**src/rtl/wb_uart_cmd_master.sv**
```systemverilog
// UART byte-stream command decoder acting as a single-cycle classic Wishbone master.
// Decodes write/read frames, runs one bus cycle, and returns status plus read data as bytes.
module wb_uart_cmd_master #(
  parameter int ACK_TIMEOUT  = 255,
  parameter int BYTE_TIMEOUT = 65535,
  parameter int TO_W         = 16
) (
  input  logic        clk_i,
  input  logic        rst_n_i,
  input  logic [7:0]  rx_data_i,
  input  logic        rx_valid_i,
  output logic        rx_ready_o,
  output logic [7:0]  tx_data_o,
  output logic        tx_valid_o,
  input  logic        tx_ready_i,
  output logic [31:0] adr_o,
  output logic [31:0] dat_o,
  input  logic [31:0] dat_i,
  output logic [3:0]  sel_o,
  output logic        cyc_o,
  output logic        stb_o,
  output logic        we_o,
  input  logic        ack_i,
  output logic        busy_o,
  output logic        err_o
);

  typedef enum logic [2:0] {S_IDLE, S_ADDR, S_WDATA, S_BUS, S_RESP, S_RDATA} state_t;

  localparam logic [TO_W-1:0] ACK_LIM  = TO_W'(ACK_TIMEOUT - 1);
  localparam logic [TO_W-1:0] BYTE_LIM = TO_W'(BYTE_TIMEOUT - 1);
  localparam logic [TO_W-1:0] TO_MAX   = '1;
  localparam logic [7:0]      ST_ACK   = 8'h4B;
  localparam logic [7:0]      ST_TO    = 8'h45;

  state_t          r_state, w_next;
  logic            r_we, r_err;
  logic [31:0]     r_adr, r_dat, r_rdat;
  logic [7:0]      r_status;
  logic [1:0]      r_cnt;
  logic [TO_W-1:0] r_to;
  logic            w_rx_state, w_rx_fire, w_tx_fire, w_ack, w_ack_to, w_byte_to;

  assign sel_o  = 4'hF;
  assign adr_o  = r_adr;
  assign dat_o  = r_dat;
  assign we_o   = r_we;
  assign err_o  = r_err;
  assign busy_o = (r_state != S_IDLE);
  assign cyc_o  = (r_state == S_BUS);
  assign stb_o  = (r_state == S_BUS);

  always_ff @(posedge clk_i) begin
    if (!rst_n_i) r_state <= S_IDLE;
    else          r_state <= w_next;
  end

  always_comb begin
    w_next     = r_state;
    w_rx_state = (r_state == S_IDLE) || (r_state == S_ADDR) || (r_state == S_WDATA);
    // Gating by reset keeps the receiver stalled while reset is held.
    rx_ready_o = w_rx_state & rst_n_i;
    tx_valid_o = (r_state == S_RESP) || (r_state == S_RDATA);
    tx_data_o  = 8'h00;
    if (r_state == S_RESP) tx_data_o = r_status;
    else if (r_state == S_RDATA) begin
      case (r_cnt)
        2'd0:    tx_data_o = r_rdat[31:24];
        2'd1:    tx_data_o = r_rdat[23:16];
        2'd2:    tx_data_o = r_rdat[15:8];
        default: tx_data_o = r_rdat[7:0];
      endcase
    end
    w_rx_fire = rx_valid_i & rx_ready_o;
    w_tx_fire = tx_valid_o & tx_ready_i;
    w_ack     = (r_state == S_BUS) & ack_i;
    w_ack_to  = (r_state == S_BUS) & ~ack_i & (r_to == ACK_LIM);
    w_byte_to = ((r_state == S_ADDR) || (r_state == S_WDATA)) & ~w_rx_fire & (r_to == BYTE_LIM);
    case (r_state)
      S_IDLE:  if (w_rx_fire && (rx_data_i == 8'h57 || rx_data_i == 8'h52)) w_next = S_ADDR;
      S_ADDR: begin
        if (w_byte_to) w_next = S_IDLE;
        else if (w_rx_fire && r_cnt == 2'd3) w_next = r_we ? S_WDATA : S_BUS;
      end
      S_WDATA: begin
        if (w_byte_to) w_next = S_IDLE;
        else if (w_rx_fire && r_cnt == 2'd3) w_next = S_BUS;
      end
      S_BUS:   if (w_ack || w_ack_to) w_next = S_RESP;
      S_RESP:  if (w_tx_fire) w_next = r_we ? S_IDLE : S_RDATA;
      S_RDATA: if (w_tx_fire && r_cnt == 2'd3) w_next = S_IDLE;
      default: w_next = S_IDLE;
    endcase
  end

  always_ff @(posedge clk_i) begin
    if (!rst_n_i) begin
      r_we     <= 1'b0;
      r_err    <= 1'b0;
      r_adr    <= '0;
      r_dat    <= '0;
      r_rdat   <= '0;
      r_status <= 8'h00;
      r_cnt    <= 2'd0;
      r_to     <= '0;
    end else begin
      r_err <= w_ack_to | w_byte_to;
      case (r_state)
        S_IDLE: if (w_rx_fire && (rx_data_i == 8'h57 || rx_data_i == 8'h52)) begin
          r_we  <= (rx_data_i == 8'h57);
          r_cnt <= 2'd0;
          r_to  <= '0;
        end
        S_ADDR, S_WDATA: begin
          if (w_rx_fire) begin
            if (r_state == S_ADDR) r_adr <= {r_adr[23:0], rx_data_i};
            else                   r_dat <= {r_dat[23:0], rx_data_i};
            r_cnt <= r_cnt + 2'd1;
            r_to  <= '0;
          end else if (r_to != TO_MAX) begin
            r_to <= r_to + TO_W'(1);
          end
        end
        S_BUS: begin
          // Ack takes priority over a timeout reached in the same cycle.
          if (w_ack) begin
            r_status <= ST_ACK;
            if (!r_we) r_rdat <= dat_i;
          end else if (w_ack_to) begin
            r_status <= ST_TO;
            r_rdat   <= '0;
          end else if (r_to != TO_MAX) begin
            r_to <= r_to + TO_W'(1);
          end
        end
        S_RDATA: if (w_tx_fire) r_cnt <= r_cnt + 2'd1;
        default: ;
      endcase
    end
  end

endmodule
```
**config.mk**
```make
export PLATFORM = sky130hd
export DESIGN_NAME = wb_uart_cmd_master
export DESIGN_NICKNAME = d
export VERILOG_FILES = /design/src/rtl/wb_uart_cmd_master.sv
export SDC_FILE = /design/constraint.sdc
export NUM_CORES = 1
export LEC_CHECK = 0
export CAP_MARGIN = 20
export CORE_ASPECT_RATIO = 0.7
export CORE_MARGIN = 3
export CORE_UTILIZATION = 54
export DETAILED_ROUTE_END_ITERATION = 7
export PLACE_DENSITY = 0.92
export SETUP_SLACK_MARGIN = 0.1
export SLEW_MARGIN = 20
export SYNTH_ARGS = -nofsm -noshare
export SYNTH_HDL_FRONTEND = slang
export SYNTH_SLANG_ARGS = --single-unit
```
**constraint.sdc**
```tcl
create_clock -name clk_i -period 6.15 [get_ports clk_i]
set_input_delay 1.23 -clock clk_i [delete_from_list [all_inputs] [get_ports clk_i]]
set_output_delay 1.23 -clock clk_i [all_outputs]
set_load 0.03 [all_outputs]
```
==> flow_summary.rst <==
.. list-table::
   :header-rows: 1

   * - Metric
     - Value
   * - Worst setup skew after layout
     - 0.006067 ns
   * - GR Util All Layers
     - 0.2575
   * - Final worst path period share
     - 0.6557
   * - Number of instances in the synthesized netlist
     - 667
   * - Wire length of the first global-routing pass
     - 23.76 mm
   * - Data required time of the critical path
     - 4.92 ns
   * - Post-CTS Setup Inserts
     - 0
   * - Total wire length
     - 14.89 mm
   * - Number of placement rows
     - 30
   * - DRT iter0 DRCs
     - 575
   * - Number of distinct library cells after synthesis
     - 52
   * - Worst skew pair latency
     - 0.42 ns
   * - Number of iterations in the first detailed-routing pass
     - 7
   * - Library cell with the highest instance count after synthesis
     - nand2_1
   * - Largest fanout on the critical path
     - 54
   * - Worst hold-check path type
     - flip-flop to flip-flop
   * - Setup total negative slack
     - 0 ns
   * - Total global routing overflow
     - 0
   * - Maximum clock insertion buffer count
     - 2
   * - Die width
     - 126.1 microns
   * - Max Cap Viol
     - 0
   * - Die height
     - 90.09 microns
   * - Final setup violating endpoints
     - 0
   * - Category of the critical setup timing path
     - primary input to primary output
   * - Clock Tree Root
     - clkbuf_16
   * - Maximum vdd ir drop
     - 0.1901 mV
   * - # resized after CTS
     - 0
   * - Worst hold path endpoint
     - dat_o[26]
   * - Critical path endpoint category
     - primary output
   * - Half-perimeter wire length after detailed placement
     - 9.665 mm
   * - Port bufs
     - 123
   * - Pwr Density
     - 263.8 nW/um^2
   * - Clock tree from TritonCTS
     - yes
   * - Data arrival, critical path
     - 2.80 ns
   * - Startpoint of the lowest-slack hold path
     - dat_o[26]
   * - LEAKAGE
     - 0.002416 uW
   * - R2R cell count
     - 7
   * - Diodes inserted
     - 0
   * - Clock-pin slew on the worst setup and hold paths
     - 0.05 ns
   * - Unrepaired setup endpoints after global routing
     - no
   * - Number of clock buffers inserted by TritonCTS
     - 17
   * - Post-route non-filler standard cell count
     - 903
   * - Async S/R FF share, synth
     - 0
   * - Synth-to-Final Area Change
     - 33.08%
   * - Die area
     - 11360 sq um
   * - Number of sinks on the clock net
     - 122
   * - Weighted congestion reported at the end of routability-driven placement
     - 0.8687
   * - Ys Warns
     - 0
   * - Mapped Avg Cell Area
     - 8.177 sq um
   * - Most frequent cells after synthesis
     - nand2_1, dfxtp_1, a21boi_0, nand3_1, clkbuf_1
   * - Seq/Total Area, Yosys
     - 0.4478
   * - Setup slack on the worst flop-to-flop path
     - 3.48 ns
   * - Worst rel slew slack
     - 0.4206
   * - Worst-path cell with the longest stage delay
     - clkdlybuf4s50_1
   * - Total placed cells including tap cells
     - 872
   * - Number of antenna violations at the first check in global routing
     - 0
   * - Total count of max-transition violations in the final report
     - 0
   * - Highest Clock Rate
     - 248.0 MHz
   * - Count of state elements after synthesis
     - 122
   * - Largest net degree at the start of global routing
     - 66
   * - Worst-path cell chain
     - buf_2 > and2_1 > clkdlybuf4s50_1
   * - R2r endpoint
     - r_to[5]
   * - Number of hold violations in the final report
     - 0
   * - Filler cell count in the final layout
     - 676
   * - Final net count
     - 815
   * - Core region area
     - 9759 sq um
   * - Hold Path Depth
     - 2
   * - Vias
     - 5254
   * - Number of enable flip-flop cells after synthesis
     - 0
   * - Setup WS pre-CTS
     - 2.141 ns
   * - Avg Vias per Cell
     - 5.818
   * - Count of boundary I/O pins
     - 128
   * - Fraction of layout cells with a size suffix above 1
     - 0.06065
   * - Residual DRC count
     - 0
   * - Slew @ Worst Pin
     - 0.8691 ns
   * - Worst setup SP type
     - primary input
   * - Smallest setup slack after layout
     - 2.117 ns
   * - Post-layout min period
     - 4.033 ns
   * - Via count of the first global-routing pass
     - 4926
   * - Cell area after synthesis
     - 5454 sq um
   * - H-Tree Level Count
     - 4
   * - Total of hold buffers inserted after clock tree synthesis
     - 0
   * - Starting Density
     - 0.5588
   * - Run status
     - complete, no violations
   * - Worst flop-to-flop path startpoint
     - r_state[2]
   * - Average detailed-routed wire length per instance
     - 16.49 microns
   * - Launching element of the worst setup path
     - rst_n_i
   * - Number of routed nets with antenna violations
     - 0
   * - Top_reg_cell synth
     - dfxtp_1
   * - Yosys top cell area share
     - 0.4478
   * - Top cell type by total area after synthesis
     - dfxtp_1
   * - Total power
     - 1915 uW
   * - Main area contributors after synthesis
     - dfxtp_1, a21boi_0, nand2_1
   * - Largest stage delay on the critical path
     - 0.67 ns
kinds of logic after synthesis:
kind of cell | count (synthesis) | share of synthesized area
buffers and inverters | 59 | 0.04680
flip-flops | 122 | 0.4478
adder cells (fa/ha/maj) | 7 | 0.01606
AO/OA/AOI/OAI | 164 | 0.2205
multiplexers | 1 | 0.001835
other | 1 | 0.0006876
AND/OR/NAND/NOR | 309 | 0.2599
XOR/XNOR | 4 | 0.006425
area by class of cell:
type	count	area, sq um	share of cell area
Multi-Input combinational cell	489	2795	0.3851
Clock buffer	21	440.4	0.06068
Tap cell	128	160.2	0.02207
Timing Repair Buffer	126	1249	0.1720
Clock inverter	10	145.1	0.02000
Inverter	7	26.28	0.003620
Sequential cell	122	2442	0.3365
worst max-delay path, delay by kind of cell:
family | cells | cell delay [ns]
buf+inv | 2 | 1.32
simple gates | 1 | 0.24
sequential cells by signal, summed over array words and instances (netlist names), 2 cells and up:
| signal | cells |
|---|---|
| r_rdat | 32 |
| r_cnt | 2 |
| dat_o | 32 |
| r_state | 3 |
| r_to | 16 |
| r_status | 3 |
| adr_o | 32 |
cells in the final DEF, fill, tap and decap left out, types with 3 or more instances in the layout:
master | synthesis | final
clkbuf_16 | 0 | 17
nand2_1 | 191 | 190
dfxtp_1 | 122 | 122
buf_4 | 6 | 3
clkdlybuf4s50_1 | 0 | 122
inv_1 | 7 | 7
bufinv_16 | 0 | 3
ha_1 | 7 | 7
a222oi_1 | 8 | 8
xor2_1 | 3 | 3
a21boi_0 | 101 | 101
or3_1 | 10 | 10
and3_1 | 6 | 5
a21oi_1 | 19 | 19
nand3_1 | 42 | 41
nand4_1 | 8 | 8
conb_1 | 1 | 4
or4_1 | 7 | 7
nor2_1 | 15 | 14
clkbuf_1 | 41 | 4
nand2b_1 | 9 | 9
o211a_1 | 3 | 3
o21ai_0 | 13 | 13
clkinv_4 | 0 | 3
metal layers:
metal  routed length (microns)  global-route usage  up-vias
met3                      1182             0.06413       32
li1                          -                   -     2498
met5                         0                   0        -
met4                       310              0.1089        0
met2                      7041              0.4221      277
met1                      6359              0.3236     2447
how the worst max path moves through the flow:
| stage | cells past startpoint | to |
|---|---|---|
| after floorplan | 4 | rx_ready_o |
| after global placement | 3 | rx_ready_o |
| after detailed placement | 3 | rx_ready_o |
| after CTS | 3 | rx_ready_o |
| after global routing | 7 | tx_data_o[2] |
| final | 3 | rx_ready_o |
power breakdown:
group,internal (uW),switching (uW),leakage (uW)
combinational,57.3,61.4,0.00116
clock,636,356,0.000278
sequential,795,8.72,0.000982
total,1490,426,0.00242
per-stage QoR:
stage / hold slack (ns) / cell area, sq um / util
after detailed placement: 0.4612 / 6654 / 0.6818
after global routing: 0.4942 / 7258 / 0.7437
final: 0.4635 / 7258 / 0.7437
after floorplan: 0.4416 / 5465 / -
after CTS: 0.4670 / 7239 / 0.7418
after global placement: 0.4494 / 6654 / 0.6818
Note: power is estimated with default switching activity, not from simulation.
